<file path="src/rtl/coord_to_ram_banked_if.sv">
// rtl/coord_to_ram_banked_if.sv - coordinate stream in / banked RAM read request out
interface coord_to_ram_banked_if #(
    parameter int NO_BANKS       = 2,
    parameter int COORDW         = 16,
    parameter int RAM_ADDR_WIDTH = 12
);
    logic                      in_valid;
    logic [COORDW-1:0]         x;
    logic [COORDW-1:0]         y;
    logic                      out_valid;
    logic [NO_BANKS-1:0]       rd_bank_select;
    logic [RAM_ADDR_WIDTH-1:0] rd_address;
    logic                      out_blank;

    modport master (
        output in_valid, x, y,
        input  out_valid, rd_bank_select, rd_address, out_blank
    );

    modport slave (
        input  in_valid, x, y,
        output out_valid, rd_bank_select, rd_address, out_blank
    );
endinterface

</file>
<file path="src/rtl/coord_to_ram_banked.sv">
// rtl/coord_to_ram_banked.sv - raster (x,y) to one-hot bank + address, 3-stage; WATERFALL_FLIP_EN draws newest FFT on top
module coord_to_ram_banked #(
    parameter int NO_BANKS       = 2,
    parameter int COORDW         = 16,
    parameter int RAM_ADDR_WIDTH = 12,
    parameter int NO_FFTS        = 50,
    parameter int FFT_SIZE       = 256,
    parameter int X_SHIFT        = 2,
    parameter int Y_SHIFT        = 4,
    parameter int X_OFFSET       = 1,
    localparam int BIN_W         = $clog2(FFT_SIZE / 2),
    localparam int FPB_W         = RAM_ADDR_WIDTH - BIN_W,
    localparam int IDXW          = $clog2(NO_FFTS)
) (
    input  logic                          clk,
    input  logic                          rst_n,
    coord_to_ram_banked_if.slave          bus,
    input  logic                          frame_start,
    input  logic [IDXW-1:0]               oldest_fft_idx,
    output logic                          idx_err
);
    localparam int EXTW = IDXW + FPB_W;

    generate
        if (NO_FFTS > NO_BANKS * (2 ** FPB_W)) begin : g_depth_check
            $error("coord_to_ram_banked: NO_FFTS exceeds total bank capacity");
        end
    endgenerate

    // Ring head, only updated at frame boundaries so a frame never tears.
    logic [IDXW-1:0] head_q;

    always_ff @(posedge clk) begin
        if (!rst_n) begin
            head_q  <= '0;
            idx_err <= 1'b0;
        end else if (frame_start) begin
            if (32'(oldest_fft_idx) >= NO_FFTS) begin
                head_q  <= '0;
                idx_err <= 1'b1;
            end else begin
                head_q  <= oldest_fft_idx;
            end
        end
    end

    logic [COORDW-1:0] xs;
    logic [COORDW-1:0] bin_full;
    logic [COORDW-1:0] row_full;
    logic              blank_c;
    logic [IDXW-1:0]   row_c;

    always_comb begin
        xs       = bus.x + COORDW'(X_OFFSET);
        bin_full = xs >> X_SHIFT;
        row_full = bus.y >> Y_SHIFT;
        blank_c  = (bin_full >= COORDW'(FFT_SIZE / 2)) || (row_full >= COORDW'(NO_FFTS));
`ifdef WATERFALL_FLIP_EN
        if (row_full < COORDW'(NO_FFTS)) begin
            row_c = IDXW'(NO_FFTS - 1) - row_full[IDXW-1:0];
        end else begin
            row_c = row_full[IDXW-1:0];
        end
`else
        row_c = row_full[IDXW-1:0];
`endif
    end

    // Stage 1 also snapshots the head so a sample coincident with frame_start
    // keeps the previous frame's head.
    logic             v1;
    logic [BIN_W-1:0] bin1;
    logic [IDXW-1:0]  row1;
    logic [IDXW-1:0]  head1;
    logic             blank1;

    always_ff @(posedge clk) begin
        if (!rst_n) begin
            v1     <= 1'b0;
            bin1   <= '0;
            row1   <= '0;
            head1  <= '0;
            blank1 <= 1'b0;
        end else begin
            v1 <= bus.in_valid;
            if (bus.in_valid) begin
                bin1   <= bin_full[BIN_W-1:0];
                row1   <= row_c;
                head1  <= head_q;
                blank1 <= blank_c;
            end
        end
    end

    logic [IDXW:0]   sum;
    logic [IDXW:0]   sum_wrapped;
    logic [IDXW-1:0] idx_c;

    always_comb begin
        sum         = {1'b0, head1} + {1'b0, row1};
        sum_wrapped = sum - (IDXW + 1)'(NO_FFTS);
        if (sum >= (IDXW + 1)'(NO_FFTS)) begin
            idx_c = sum_wrapped[IDXW-1:0];
        end else begin
            idx_c = sum[IDXW-1:0];
        end
    end

    logic             v2;
    logic [IDXW-1:0]  idx2;
    logic [BIN_W-1:0] bin2;
    logic             blank2;

    always_ff @(posedge clk) begin
        if (!rst_n) begin
            v2     <= 1'b0;
            idx2   <= '0;
            bin2   <= '0;
            blank2 <= 1'b0;
        end else begin
            v2 <= v1;
            if (v1) begin
                idx2   <= idx_c;
                bin2   <= bin1;
                blank2 <= blank1;
            end
        end
    end

    // Upper index bits pick the bank, lower FPB_W bits pick the FFT slot within it.
    logic [EXTW-1:0]           idx_ext;
    logic [EXTW-1:0]           bank;
    logic [NO_BANKS-1:0]       sel_c;
    logic [RAM_ADDR_WIDTH-1:0] addr_c;

    always_comb begin
        idx_ext = EXTW'(idx2);
        bank    = idx_ext >> FPB_W;
        sel_c   = NO_BANKS'(1) << bank;
        addr_c  = {idx_ext[FPB_W-1:0], bin2};
    end

    always_ff @(posedge clk) begin
        if (!rst_n) begin
            bus.out_valid      <= 1'b0;
            bus.rd_bank_select <= '0;
            bus.rd_address     <= '0;
            bus.out_blank      <= 1'b0;
        end else begin
            bus.out_valid <= v2;
            if (v2) begin
                if (blank2) begin
                    bus.rd_bank_select <= '0;
                    bus.rd_address     <= '0;
                    bus.out_blank      <= 1'b1;
                end else begin
                    bus.rd_bank_select <= sel_c;
                    bus.rd_address     <= addr_c;
                    bus.out_blank      <= 1'b0;
                end
            end
        end
    end
endmodule
</file>
<file path="src/flat_wrapper.sv">
// flat-port wrapper written by rule: the top's interface ports become plain ports
module coord_to_ram_banked_flat 
#(
    parameter int NO_BANKS       = 2,
    parameter int COORDW         = 16,
    parameter int RAM_ADDR_WIDTH = 12,
    parameter int NO_FFTS        = 50,
    parameter int FFT_SIZE       = 256,
    parameter int X_SHIFT        = 2,
    parameter int Y_SHIFT        = 4,
    parameter int X_OFFSET       = 1,
    localparam int BIN_W         = $clog2(FFT_SIZE / 2),
    localparam int FPB_W         = RAM_ADDR_WIDTH - BIN_W,
    localparam int IDXW          = $clog2(NO_FFTS)
)
  (clk, rst_n, frame_start, oldest_fft_idx, idx_err, bus_in_valid, bus_x, bus_y, bus_out_valid, bus_rd_bank_select, bus_rd_address, bus_out_blank);
  coord_to_ram_banked_if #(.NO_BANKS(NO_BANKS), .COORDW(COORDW), .RAM_ADDR_WIDTH(RAM_ADDR_WIDTH)) bus_i ();
  input  logic clk;
  input  logic rst_n;
  input  logic frame_start;
  input  logic [IDXW-1:0] oldest_fft_idx;
  output logic idx_err;
  input wire logic [$bits(bus_i.in_valid)-1:0] bus_in_valid;
  input wire logic [$bits(bus_i.x)-1:0] bus_x;
  input wire logic [$bits(bus_i.y)-1:0] bus_y;
  output wire logic [$bits(bus_i.out_valid)-1:0] bus_out_valid;
  output wire logic [$bits(bus_i.rd_bank_select)-1:0] bus_rd_bank_select;
  output wire logic [$bits(bus_i.rd_address)-1:0] bus_rd_address;
  output wire logic [$bits(bus_i.out_blank)-1:0] bus_out_blank;
  assign bus_i.in_valid = bus_in_valid;
  assign bus_i.x = bus_x;
  assign bus_i.y = bus_y;
  assign bus_out_valid = bus_i.out_valid;
  assign bus_rd_bank_select = bus_i.rd_bank_select;
  assign bus_rd_address = bus_i.rd_address;
  assign bus_out_blank = bus_i.out_blank;
  coord_to_ram_banked #(.NO_BANKS(NO_BANKS), .COORDW(COORDW), .RAM_ADDR_WIDTH(RAM_ADDR_WIDTH), .NO_FFTS(NO_FFTS), .FFT_SIZE(FFT_SIZE), .X_SHIFT(X_SHIFT), .Y_SHIFT(Y_SHIFT), .X_OFFSET(X_OFFSET)) u_core (.clk(clk), .rst_n(rst_n), .bus(bus_i), .frame_start(frame_start), .oldest_fft_idx(oldest_fft_idx), .idx_err(idx_err));
endmodule
</file>
<file path="config.mk">
export PLATFORM = sky130hd
export DESIGN_NAME = coord_to_ram_banked_flat
export DESIGN_NICKNAME = d
export VERILOG_FILES = /design/src/rtl/coord_to_ram_banked_if.sv /design/src/rtl/coord_to_ram_banked.sv /design/src/flat_wrapper.sv
export SDC_FILE = /design/constraint.sdc
export NUM_CORES = 1
export LEC_CHECK = 0
export ABC_AREA = 0
export BUFFER_PORTS_ARGS = -buffer_cell sky130_fd_sc_hd__buf_2
export CAP_MARGIN = 20
export CELL_PAD_IN_SITES_DETAIL_PLACEMENT = 1
export CELL_PAD_IN_SITES_GLOBAL_PLACEMENT = 1
export CORE_MARGIN = 3
export CORE_UTILIZATION = 43
export CTS_CLUSTER_DIAMETER = 40
export DETAILED_ROUTE_END_ITERATION = 7
export GPL_ROUTABILITY_DRIVEN = 1
export PLACE_DENSITY = 0.81
export SYNTH_ARGS = -nofsm -noshare
export SYNTH_HDL_FRONTEND = slang
export SYNTH_SLANG_ARGS = --single-unit
export TNS_END_PERCENT = 30
</file>
<file path="constraint.sdc">
create_clock -name clk -period 5 [get_ports clk]
set_clock_uncertainty 0.15 [all_clocks]
set_input_delay 1 -clock clk [delete_from_list [all_inputs] [get_ports clk]]
set_output_delay 1 -clock clk [all_outputs]
set_load 0.01 [all_outputs]
</file>
=== Yosys cells after proc, flatten, opt, wreduce, memory -nomap -nowiden ===
Cells that the tools add are included.

* Add/subtract/negate cells: 3
* Magnitude comparators: 4
* Reductions and logical operators: 2
* Shifts and indexed selects: 1
* Mux-type cells: 5

{| class="wikitable"
|+ Operators by type and width
! kind !! number
|-
| 16-bit by 1-bit adder with 16-bit output, second input constant || 1
|-
| 14-bit by 8-bit >= comparator with 1-bit output, second input constant || 1
|-
| 12-bit by 6-bit >= comparator with 1-bit output, second input constant || 1
|-
| 12-bit 2-to-1 mux || 1
|-
| 6-bit 2-to-1 mux || 2
|-
| 6-bit by 6-bit adder with 7-bit output || 1
|-
| 7-bit by 6-bit >= comparator with 1-bit output, second input constant || 1
|-
| 6-bit >= comparator, second input constant || 1
|-
| 6-bit subtractor, second input constant || 1
|-
| 2-bit 2-to-1 mux || 1
|-
| 2-bit AND reduction || 1
|-
| 1-bit by 1-bit left shift with 2-bit output, first input constant || 1
|-
| 1-bit logical OR || 1
|-
| 1-bit 2-to-1 mux || 1
|}

* Flip-flop bits (word level): 59
* Word-level logic and storage cells: 30
* Output and inout port bits: 17
* Bits of input ports: 42

=== Depth between registers and ports, before layout ===
Gate-level depths: netlist of run 1.

* Word-level depth: 3
* Depth in mapped cells: 9

=== Worst setup path after synthesis of run 1 ===
No wires, ideal clock.

* Kind: register to register
* From: register u_core.head1[0]
* To: register u_core.idx2[2]
* Stages on the path, launching flop included: 10
* Path buffers: 0
* Path slack: 2.594 ns
* Data required time: 4.730 ns
* Period minus slack after synthesis: 2.406 ns
* Library setup time: 0.120 ns
* Arrival time: 2.136 ns
* Path through: dfxtp_1 -> ha_1 -> fa_1 -> xor2_1 -> inv_1 -> ha_1 -> a21bo_1 -> or3b_1 -> a21oi_1 -> o31ai_1

* Word-level cells in the longest chain between the ends: 3
* Elaborated cells on any way between the ends: 4

{| class="wikitable"
|+ RTL lines
! item !! line !! RTL
|-
| start, declared || coord_to_ram_banked.sv:74 || <nowiki>logic [IDXW-1:0] head1;</nowiki>
|-
| start signal, assigned || coord_to_ram_banked.sv:89 || <nowiki>head1 <= head_q;</nowiki>
|-
| 6-bit by 6-bit adder with 7-bit output (*) || coord_to_ram_banked.sv:100 || <nowiki>sum = {1'b0, head1} + {1'b0, row1};</nowiki>
|-
| 6-bit subtractor / 7-bit by 6-bit >= comparator with 1-bit output (equally long branches) || coord_to_ram_banked.sv:101, coord_to_ram_banked.sv:102 ||
|-
| 6-bit 2-to-1 mux (*) || coord_to_ram_banked.sv:102 || <nowiki>if (sum >= (IDXW + 1)'(NO_FFTS)) begin</nowiki>
|-
| end signal, assigned || coord_to_ram_banked.sv:123 || <nowiki>idx2 <= idx_c;</nowiki>
|-
| end, declared || coord_to_ram_banked.sv:110 || <nowiki>logic [IDXW-1:0] idx2;</nowiki>
|}

Mark *: on every way between the ends. The rest lies on a longest branch, timed or not.
A chain may end at the register's enable or synchronous reset.

=== Worst setup path in the final report of run 1 ===
* From: register u_core.head1[0]
* To: register u_core.idx2[1]

Same word-level chain as after synthesis.

==> results of run 1 <==
[power breakdown]
part | internal (W) | switching [W] | total (W)
Combinational | 0.0000501 | 0.0000610 | 0.000111
Sequential | 0.000489 | 0.0000171 | 0.000507
Clock | 0.000271 | 0.000185 | 0.000456
Total | 0.000811 | 0.000263 | 0.00107
[metrics by stage]
stage               power [W]  utilization  cells
global placement    0.0006212       0.5039    418
global route         0.001119       0.5395    434
finish               0.001073       0.5395    434
CTS                  0.001082       0.5395    434
floorplan           0.0005865            -    303
detailed placement  0.0006272       0.5039    418
[worst paths after layout]
kind | from | end | cells after the start
setup / recovery | u_core.head1[0] | u_core.idx2[1] | 8
hold reg to reg | u_core.idx_err | u_core.idx_err | 1
hold / removal | u_core.idx_err | u_core.idx_err | 1
setup reg to reg | u_core.head1[0] | u_core.idx2[1] | 8
[metal layers]
| metal | part of all wire | GRT usage |
|---|---|---|
| met5 | 0 | 0 |
| met1 | 0.46 | 0.2382 |
| met2 | 0.48 | 0.3143 |
| met4 | 0.014 | 0.08201 |
| met3 | 0.050 | 0.04131 |
[layout by cell type (no fill, tap or decap), drive strengths merged, types with 5 or more instances in the layout]
cell    instances
dfxtp          59
ha              7
nand2b          5
nor2           52
nor2b          15
o21ai           7
nand2          13
xor2            5
a211oi         10
mux2i          27
inv             7
nand3           8
a21oi          21
buf            55
clkbuf         13
[worst reg2reg max path, stage by stage, from the launching register on]
cell	delay, ps
sky130_fd_sc_hd__dfxtp_1	320
sky130_fd_sc_hd__ha_1	240
sky130_fd_sc_hd__fa_1	430
sky130_fd_sc_hd__a21o_1	210
sky130_fd_sc_hd__a2111oi_1	540
sky130_fd_sc_hd__a311oi_2	140
sky130_fd_sc_hd__a2bb2oi_2	250
sky130_fd_sc_hd__o32ai_1	110
sky130_fd_sc_hd__o21a_1	210
[cell type report]
class,count,area [um^2]
Fill cell,756,2775
Clock buffer,13,168.9
Inverter,8,30.03
Multi-Input combinational cell,221,1454
Timing Repair Buffer,55,277.8
Tap cell,75,93.84
Sequential cell,59,1181
Clock inverter,3,45.04
[sequential cells by signal, summed over array words and instances (netlist names), 2 cells and up]
register	count
u_core.row1	6
u_core.bin2	7
u_core.bin1	7
u_core.bus.rd_bank_select	2
u_core.bus.rd_address	12
u_core.head_q	6
u_core.head1	6
u_core.idx2	6
[cell families after synthesis]
logic type	after synthesis	share of synthesized area
AOI/OAI and AO/OA	61	0.1599
xor gates and xnor gates	9	0.02894
adders and majority gates	8	0.03950
buffers and inverters	23	0.03262
DFF	59	0.4336
muxes	27	0.09922
and+or+nand+nor	116	0.2063
==> results.py, run 1 <==
metrics = {
    "clock_tree": {
        "clock_tree.root_cell": "sky130_fd_sc_hd__clkbuf_8",
        "cts_hold_buf": 0,
        "clock_tree.htree_level_count": 3,
        "insertion_delay_ps": 330,
        "tritoncts.num_buffers": 9,
        "clock_sink_count": 59,
        "tritoncts_clock_tree": "yes",
        "post-cts-setup-buffers": 0,
        "clk_path_buf_depth": 2,
        "cts-resized-gates": 0,
        "clk_transition_reported_paths_ps": 70,
    },
    "layout": {
        "area_growth_syn_to_layout_pct": 19.34,
        "diodes": 0,
        "drive_gt1_frac": 0.2145,
        "final_cell_area_mm2": 0.003251,
        "final_nets": 404,
    },
    "detailed_routing": {
        "first_pass_iters": 4,
        "drcViolationCount": 0,
        "drt_first_iter_violations": 65,
        "drt.antenna.violating_nets": 0,
        "detailroute.via_count": 2321,
        "post_drt_wl_per_cell_um": 15.43,
        "routed_wl_um": 6698,
        "routed_via_density": 5.348,
    },
    "synth": {
        "synthArstFlopShare": 0,
        "cell_type_with_the_largest_total_area_after_synthesis": "sky130_fd_sc_hd__dfxtp_1",
        "synth.top_cells.by_count": "59 x sky130_fd_sc_hd__dfxtp_1, 52 x sky130_fd_sc_hd__nor2_1, 27 x sky130_fd_sc_hd__mux2i_1",
        "synthesized_cell_area_mm2": 0.002724,
        "synthDominantCellAreaShare": 0.4336,
        "synthCells": 303,
        "netlist-cell-type-count": 52,
        "yosys_register_bits": 59,
        "yosys-top-cells-area": "sky130_fd_sc_hd__dfxtp_1 43%, sky130_fd_sc_hd__mux2i_1 9.9%, sky130_fd_sc_hd__nor2_1 7.2%",
        "synth_ff_type": "sky130_fd_sc_hd__dfxtp_1",
        "synth_enable_flop_cells": 0,
        "synthesis.nets": 353,
        "synth.yosys.seq_area_share": 0.4336,
        "yosys.cell_count.top_type": "sky130_fd_sc_hd__dfxtp_1",
        "yosys_warnings": 0,
        "syn_avg_cell_area_um2": 8.990,
    },
    "worst_setup_path": {
        "worst-endpoint-arrival_ps": 2780,
        "critical-path-max-stage-delay_ps": 540,
        "kind_of_capture_point_of_the_worst_setup_path": "flip-flop",
        "required_ps": 5070,
        "path_buf_inv": 0,
        "worst_path_max_delay_cell": "sky130_fd_sc_hd__a2111oi_1",
        "crit_path_cell_trace": "ha_1 > fa_1 > a21o_1 > a2111oi_1 > a311oi_2 > a2bb2oi_2 > o32ai_1 > o21a_1",
        "critical_path.max_fanout": 4,
        "timing.critical_path.from_type": "flip-flop",
        "worst-r2r-setup-slack_ps": 2290,
        "cell_family_contributing_the_most_delay_on_the_critical_path": "compound AO/OA/AOI/OAI gates",
        "criticalPathCategory": "reg -> reg",
    },
    "timing": {
        "timing.final.max_slew_violations": 0,
        "report.final.hold_viol_count": 0,
        "slew-limit-headroom": 0.4276,
        "fmax_mhz": 368.6,
        "unrepaired_setup_endpoints_after_global_routing": "no",
        "final.setup.tns_ps": 0,
        "final_period_minus_worst_setup_slack_ps": 2713,
        "setup-violations-final": 0,
        "whs_ps": 316.4,
        "finalWorstSetupSlack_ps": 2287,
        "post-route-period-util": 0.5427,
        "worst_margin_slew_ps": 857.5,
    },
    "die": {
        "initial_utilization": 0.4520,
        "core_region_area_mm2": 0.006026,
        "die_x_um": 85.59,
        "dieHeight_um": 85.59,
        "boundaryPins": 59,
        "die_area_mm2": 0.007326,
        "core.rowCount": 28,
    },
    "place": {
        "routability_driven_placement_congestion_ratio": 0.8014,
        "pre_cts_slack_ps": 2292,
        "placed_area_mm2": 0.003037,
        "detailedPlacementHpwl_um": 4860,
        "portBuffers": 54,
    },
    "grt": {
        "groute.usage.overall": 0.1899,
        "vias_in_the_first_global_route": 2325,
        "initial_antenna_violation_count": 0,
        "global_route_wire_length_before_repair_um": 10890,
        "grt_max_degree": 30,
        "global_route.overflow_total": 0,
    },
    "power": {
        "worst_ir_drop_vdd_v": 0.0001380,
        "power_density_mw_per_mm2": 330.2,
        "power_leakage_nw": 1.427,
    },
    "flow_run": {
        "max_cap_viol_count": 0,
    },
    "run_status": {
        "status": "complete, no violations",
    },
    "min_path": {
        "worstHoldPathType": "reg -> reg",
    },
}
(Power assumes the default switching activity.)
==> inputs of run 2 (changes only) <==
--- a/config.mk
+++ b/config.mk
@@ -11,11 +11,11 @@
 export CELL_PAD_IN_SITES_DETAIL_PLACEMENT = 1
 export CELL_PAD_IN_SITES_GLOBAL_PLACEMENT = 1
 export CORE_MARGIN = 3
-export CORE_UTILIZATION = 43
+export CORE_UTILIZATION = 40
 export CTS_CLUSTER_DIAMETER = 40
 export DETAILED_ROUTE_END_ITERATION = 7
 export GPL_ROUTABILITY_DRIVEN = 1
-export PLACE_DENSITY = 0.81
+export PLACE_DENSITY = 0.76
 export SYNTH_ARGS = -nofsm -noshare
 export SYNTH_HDL_FRONTEND = slang
 export SYNTH_SLANG_ARGS = --single-unit
==> constraint.sdc (replaced) <==
create_clock -name clk -period 2.65 [get_ports clk]
set_clock_uncertainty 0.15 [all_clocks]
set_input_delay 0.53 -clock clk [delete_from_list [all_inputs] [get_ports clk]]
set_output_delay 0.53 -clock clk [all_outputs]
set_load 0.01 [all_outputs]
==> run 2 against run 1 <==
Hold slack got worse by 39 ps. Cell count rose by 2.1%. Register-to-register slack got worse by 2100 ps. Largest cell class unchanged. Count of clock-buffer cells in the layout fell by 4. Largest power group unchanged. Maximum frequency rose by 8.5%. Non-clock buffer count rose by 7. Power rose by 88%. Critical endpoint is now u_core.idx2[2]. Routed wire length rose by 2.0%. Core utilization fell by 2.6 points. Combinational power rose by 110%. Die area rose by 7.0%.
==> results.py, run 2 (synthesized netlist as in run 1, its figures left out) <==
metrics = {
    "die": {
        "die_x_um": 88.52,
        "initial_utilization": 0.4217,
        "boundaryPins": 59,
        "core_region_area_mm2": 0.006459,
        "core.rowCount": 29,
        "die_area_mm2": 0.007836,
        "dieHeight_um": 88.52,
    },
    "detailed_routing": {
        "drt.antenna.violating_nets": 0,
        "drcViolationCount": 0,
        "drt_first_iter_violations": 54,
        "routed_via_density": 5.269,
        "detailroute.via_count": 2334,
        "post_drt_wl_per_cell_um": 15.43,
        "routed_wl_um": 6834,
        "first_pass_iters": 4,
    },
    "layout": {
        "final_nets": 411,
        "layout.cells.most_common": "sky130_fd_sc_hd__dfxtp_1",
        "final_cell_area_mm2": 0.003318,
        "largest_register_ff_count": 12,
        "area_growth_syn_to_layout_pct": 21.82,
        "reg_top3": "u_core.bus.rd_address x12, u_core.bin1 x7, u_core.bin2 x7",
        "util_after_layout": 0.5138,
        "drive_gt1_frac": 0.2404,
        "filler_cell_count": 770,
        "diodes": 0,
        "final_cell_mix": "59 x sky130_fd_sc_hd__dfxtp_1, 54 x sky130_fd_sc_hd__buf_2, 52 x sky130_fd_sc_hd__nor2_1",
        "final_cell_count_no_fill": 443,
        "largest_register": "u_core.bus.rd_address",
    },
    "worst_setup_path": {
        "worst-endpoint-arrival_ps": 2590,
        "crit_top_cell": "sky130_fd_sc_hd__ha_1",
        "critical_path.max_fanout": 4,
        "worst_path_max_delay_cell": "sky130_fd_sc_hd__fa_2",
        "crit_path_cell_trace": "ha_1 > fa_2 > xor2_2 > inv_1 > ha_1 > a21bo_1 > or3b_1 > a21oi_1 > o31ai_1",
        "required_ps": 2740,
        "cell_family_contributing_the_most_delay_on_the_critical_path": "adder cells",
        "path_buf_inv": 1,
        "timing.critical_path.from_type": "flip-flop",
        "critical-path-max-stage-delay_ps": 390,
        "kind_of_capture_point_of_the_worst_setup_path": "flip-flop",
        "criticalPathCategory": "reg -> reg",
    },
    "clock_tree": {
        "cts_hold_buf": 0,
        "cts-resized-gates": 0,
        "clk_path_buf_depth": 2,
        "tritoncts_clock_tree": "yes",
        "tritoncts.num_buffers": 9,
        "clock_sink_count": 59,
        "insertion_delay_ps": 340,
        "clock_tree.root_cell": "sky130_fd_sc_hd__clkbuf_8",
        "clk_transition_reported_paths_ps": 70,
        "clock_tree.htree_level_count": 3,
        "post-cts-setup-buffers": 0,
    },
    "timing": {
        "report.final.hold_viol_count": 0,
        "fmax_mhz": 399.8,
        "slew-limit-headroom": 0.6450,
        "timing.final.max_slew_violations": 0,
        "finalWorstSetupSlack_ps": 149.0,
        "unrepaired_setup_endpoints_after_global_routing": "no",
        "worst_margin_slew_ps": 519.0,
        "post-route-period-util": 0.9438,
        "final.setup.tns_ps": 0,
        "final_period_minus_worst_setup_slack_ps": 2501,
        "setup-violations-final": 0,
    },
    "place": {
        "detailedPlacementHpwl_um": 4802,
        "portBuffers": 54,
        "routability_driven_placement_congestion_ratio": 0.7859,
        "dpl.cell_count": 427,
        "placed_area_mm2": 0.003092,
        "pre_cts_slack_ps": 82.94,
    },
    "grt": {
        "initial_antenna_violation_count": 0,
        "vias_in_the_first_global_route": 2420,
        "groute.usage.overall": 0.1867,
        "global_route_wire_length_before_repair_um": 11320,
        "global_route.overflow_total": 0,
        "grt_max_degree": 48,
    },
    "run_status": {
        "status": "complete, no violations",
    },
    "power": {
        "worst_ir_drop_vdd_v": 0.0002922,
        "power_density_mw_per_mm2": 608.1,
        "power_leakage_nw": 1.457,
    },
    "flow_run": {
        "max_cap_viol_count": 0,
    },
    "min_path": {
        "worstHoldPathType": "in -> reg",
    },
}
==> run 2: final timing paths <==
kind                         from              to  slack, ps  cells past startpoint
hold / removal           bus_y[4]  u_core.row1[0]        280                      3
setup reg to reg  u_core.head1[0]  u_core.idx2[2]        150                      9
hold reg to reg    u_core.idx_err  u_core.idx_err        320                      1
setup / recovery  u_core.head1[0]  u_core.idx2[2]        150                      9
==> run 2: per-layer routing <==
| layer | part of all wire | up-vias | routed length [um] | GRT usage |
|---|---|---|---|---|
| met4 | 0.018 | 0 | 121 | 0.07418 |
| met1 | 0.46 | 1088 | 3136 | 0.2403 |
| met3 | 0.042 | 10 | 290 | 0.04097 |
| met2 | 0.48 | 57 | 3286 | 0.3046 |
| met5 | 0 | - | 0 | 0 |
| li1 | - | 1179 | - | - |
==> run 2: per-stage QoR <==
step	hold WS [ps]	power, W
after floorplan	295.9	0.001107
after global placement	308.2	0.001183
after detailed placement	311.5	0.001193
after CTS	264.5	0.002032
after global routing	304.9	0.002114
final	277.5	0.002018
==> run 2: worst register-to-register path, stage by stage, from the launching register on <==
cell	delay [ps]
sky130_fd_sc_hd__dfxtp_1	320
sky130_fd_sc_hd__ha_1	230
sky130_fd_sc_hd__fa_2	390
sky130_fd_sc_hd__xor2_2	170
sky130_fd_sc_hd__inv_1	90
sky130_fd_sc_hd__ha_1	170
sky130_fd_sc_hd__a21bo_1	270
sky130_fd_sc_hd__or3b_1	370
sky130_fd_sc_hd__a21oi_1	170
sky130_fd_sc_hd__o31ai_1	80
==> run 2: where the power goes <==
group,switching [W],leakage [nW],total (W),internal (W)
logic,0.000127,0.880,0.000233,0.000106
registers,0.0000263,0.482,0.000949,0.000923
clock network,0.000398,0.0958,0.000836,0.000438
total,0.000551,1.46,0.00202,0.00147
==> run 2: area by class of cell <==
type                            instances  area, um^2  share of cell area
Clock buffer                            9       123.9             0.03733
Clock inverter                          7       76.32             0.02300
Inverter                                8       30.03            0.009050
Multi-Input combinational cell        221        1480              0.4461
Sequential cell                        59        1181              0.3560
Tap cell                               77       96.34             0.02903
Timing Repair Buffer                   62       330.3             0.09955
==> inputs of run 3 (changes only) <==
--- a/config.mk
+++ b/config.mk
@@ -5,13 +5,13 @@
 export SDC_FILE = /design/constraint.sdc
 export NUM_CORES = 1
 export LEC_CHECK = 0
-export ABC_AREA = 0
+export ABC_AREA = 1
 export BUFFER_PORTS_ARGS = -buffer_cell sky130_fd_sc_hd__buf_2
 export CAP_MARGIN = 20
 export CELL_PAD_IN_SITES_DETAIL_PLACEMENT = 1
 export CELL_PAD_IN_SITES_GLOBAL_PLACEMENT = 1
 export CORE_MARGIN = 3
-export CORE_UTILIZATION = 40
+export CORE_UTILIZATION = 38
 export CTS_CLUSTER_DIAMETER = 40
 export DETAILED_ROUTE_END_ITERATION = 7
 export GPL_ROUTABILITY_DRIVEN = 1
==> run 3 against run 2 <==
Non-clock buffer count shrank 3. Global-route usage shrank 0.86 points. Synthesized area shrank 4.9%. Core utilization shrank 2.3 points. Sequential power grew 2%. Via count grew 3.9%. Combinational power grew 19%.
==> results.py, run 3 <==
metrics = {
    "die": {
        "boundaryPins": 59,
        "die_area_mm2": 0.007842,
        "die_x_um": 88.56,
        "initial_utilization": 0.4010,
        "core.rowCount": 29,
        "core_region_area_mm2": 0.006459,
        "dieHeight_um": 88.56,
    },
    "layout": {
        "final_cell_mix": "61 x sky130_fd_sc_hd__nand2_1, 59 x sky130_fd_sc_hd__dfxtp_1, 54 x sky130_fd_sc_hd__buf_2",
        "util_after_layout": 0.4903,
        "drive_gt1_frac": 0.2249,
        "largest_register": "u_core.bus.rd_address",
        "final_cell_area_mm2": 0.003167,
        "layout.cells.most_common": "sky130_fd_sc_hd__nand2_1",
        "final_nets": 454,
        "final_cell_count_no_fill": 486,
        "largest_register_ff_count": 12,
        "diodes": 0,
        "area_growth_syn_to_layout_pct": 22.27,
        "reg_top3": "u_core.bus.rd_address x12, u_core.bin1 x7, u_core.bin2 x7",
    },
    "synth": {
        "syn_avg_cell_area_um2": 7.464,
        "synthArstFlopShare": 0,
        "synthesis.nets": 397,
        "synthesized_cell_area_mm2": 0.002590,
        "synthCells": 347,
        "synth_enable_flop_cells": 0,
        "synthDominantCellAreaShare": 0.4560,
        "yosys_warnings": 0,
        "netlist-cell-type-count": 31,
        "cell_type_with_the_largest_total_area_after_synthesis": "sky130_fd_sc_hd__dfxtp_1",
        "yosys-top-cells-area": "sky130_fd_sc_hd__dfxtp_1 46%, sky130_fd_sc_hd__nand2_1 8.8%, sky130_fd_sc_hd__nor2_1 7.5%",
        "yosys.cell_count.top_type": "sky130_fd_sc_hd__nand2_1",
        "synth.yosys.seq_area_share": 0.4560,
        "synth.top_cells.by_count": "61 x sky130_fd_sc_hd__nand2_1, 59 x sky130_fd_sc_hd__dfxtp_1, 52 x sky130_fd_sc_hd__nor2_1",
        "synth_ff_type": "sky130_fd_sc_hd__dfxtp_1",
        "yosys_register_bits": 59,
    },
    "worst_setup_path": {
        "timing.critical_path.from_type": "flip-flop",
        "worst_path_max_delay_cell": "sky130_fd_sc_hd__fa_1",
        "crit_path_cell_trace": "ha_1 > fa_1 > xor2_2 > inv_1 > ha_1 > nand3_1 > nand2_2 > nand2_1 > nand2_2 > nand2_4 > inv_2 > nand2_1 > nand3_1 > nand2_1 > inv_1",
        "required_ps": 2740,
        "criticalPathCategory": "reg -> reg",
        "kind_of_capture_point_of_the_worst_setup_path": "flip-flop",
        "worst-endpoint-arrival_ps": 2550,
        "crit_top_cell": "sky130_fd_sc_hd__nand2_1",
        "critical-path-max-stage-delay_ps": 440,
        "critical_path.max_fanout": 5,
    },
    "clock_tree": {
        "tritoncts.num_buffers": 9,
        "clk_transition_reported_paths_ps": 70,
        "clock_tree.root_cell": "sky130_fd_sc_hd__clkbuf_8",
        "clock_sink_count": 59,
        "insertion_delay_ps": 340,
        "clk_path_buf_depth": 2,
        "clock_tree.htree_level_count": 3,
        "tritoncts_clock_tree": "yes",
    },
    "power": {
        "power_density_mw_per_mm2": 674.9,
        "worst_ir_drop_vdd_v": 0.0003628,
        "power_leakage_nw": 1.551,
    },
    "detailed_routing": {
        "drt.antenna.violating_nets": 0,
        "first_pass_iters": 4,
        "detailroute.via_count": 2425,
        "post_drt_wl_per_cell_um": 12.71,
        "drt_first_iter_violations": 79,
        "routed_wl_um": 6175,
        "drcViolationCount": 0,
        "routed_via_density": 4.990,
    },
    "timing": {
        "whs_ps": 270.0,
        "worst_margin_slew_ps": 470.5,
        "slew-limit-headroom": 0.6860,
        "timing.final.max_slew_violations": 0,
        "final_period_minus_worst_setup_slack_ps": 2459,
        "setup-violations-final": 0,
        "report.final.hold_viol_count": 0,
        "post-route-period-util": 0.9280,
        "fmax_mhz": 406.6,
    },
    "flow_run": {
        "max_cap_viol_count": 0,
    },
    "grt": {
        "initial_antenna_violation_count": 0,
        "grt_max_degree": 41,
        "vias_in_the_first_global_route": 2449,
        "global_route.overflow_total": 0,
        "groute.usage.overall": 0.1780,
        "global_route_wire_length_before_repair_um": 10810,
    },
    "place": {
        "dpl.cell_count": 470,
        "portBuffers": 54,
        "detailedPlacementHpwl_um": 4435,
        "placed_area_mm2": 0.002944,
        "routability_driven_placement_congestion_ratio": 0.7968,
    },
    "run_status": {
        "status": "complete, no violations",
    },
    "min_path": {
        "worstHoldPathType": "in -> reg",
    },
}
run 3: cell types whose count changed after synthesis, moves of 5 or more:
cell / delta
sky130_fd_sc_hd__o211ai_1: +6
sky130_fd_sc_hd__a211oi_1: -8
sky130_fd_sc_hd__a21oi_1: +6
sky130_fd_sc_hd__inv_1: +24
sky130_fd_sc_hd__mux2i_1: -27
sky130_fd_sc_hd__nand2_1: +48
sky130_fd_sc_hd__nand2b_1: -5
sky130_fd_sc_hd__o21ai_0: +32
sky130_fd_sc_hd__nor2b_1: -15
sky130_fd_sc_hd__nand2_2: +5
run 3: where the power goes:
group | switching [W] | internal [W] | total [W]
Sequential | 0.0000274 | 0.000937 | 0.000964
Combinational | 0.000168 | 0.000108 | 0.000277
Clock | 0.000370 | 0.000527 | 0.000897
Total | 0.000565 | 0.00157 | 0.00214
run 3: kinds of logic after synthesis:
logic type               share of synthesized area
AO/OA/AOI/OAI                               0.1599
XOR/XNOR                                   0.03334
adder cells (fa/ha/maj)                    0.04154
buffers and inverters                      0.07149
flip-flops                                  0.4560
AND/OR/NAND/NOR                             0.2377
run 3: worst max-delay path: cells and delay by family, from the launching register on:
| kind | cells | cell delay (ps) |
|---|---|---|
| flops | 1 | 320 |
| simple gates | 8 | 610 |
| buf+inv | 3 | 170 |
| xor+xnor | 1 | 220 |
| fa+ha+maj | 3 | 880 |
run 3: stage by stage:
stage          setup WS, ps  setup TNS [ps]  total power [W]
2_1_floorplan         416.6               0         0.001164
3_3_place_gp          265.3               0         0.001247
3_5_place_dp          206.0               0         0.001258
4_1_cts               181.5               0         0.002167
5_1_grt              -6.162          -6.162         0.002268
6_report              190.7               0         0.002137
run 3: final timing paths:
kind	from	endpoint	slack, ps	depth (start not counted)
worst max register to register	u_core.head1[0]	u_core.idx2[3]	190	15
worst min register to register	u_core.v2	u_core.bus.out_valid	300	2
worst max-delay path	u_core.head1[0]	u_core.idx2[3]	190	15
worst min-delay path	bus_y[4]	u_core.row1[0]	270	3
run 3: per-layer routing:
layer,wire length [um],global-route usage
met1,2909,0.2186
met2,2791,0.2889
met3,373,0.06145
met4,99,0.06593
met5,0,0
run 3: repair_timing:
action	in CTS	in global routing
buffers inserted	0	0
endpoints found under the setup margin	0	2
resized for setup	0	1
hold buffers	0	0
run 3: layout make-up:
cell class                 count  area, um^2
clock inverter                 7       91.34
tap                           77       96.34
clock buffer                   9       123.9
fill                         860        3292
sequential                    59        1181
inverter                      36       135.1
timing repair buffer          59       307.8
multi-input combinational    239        1231
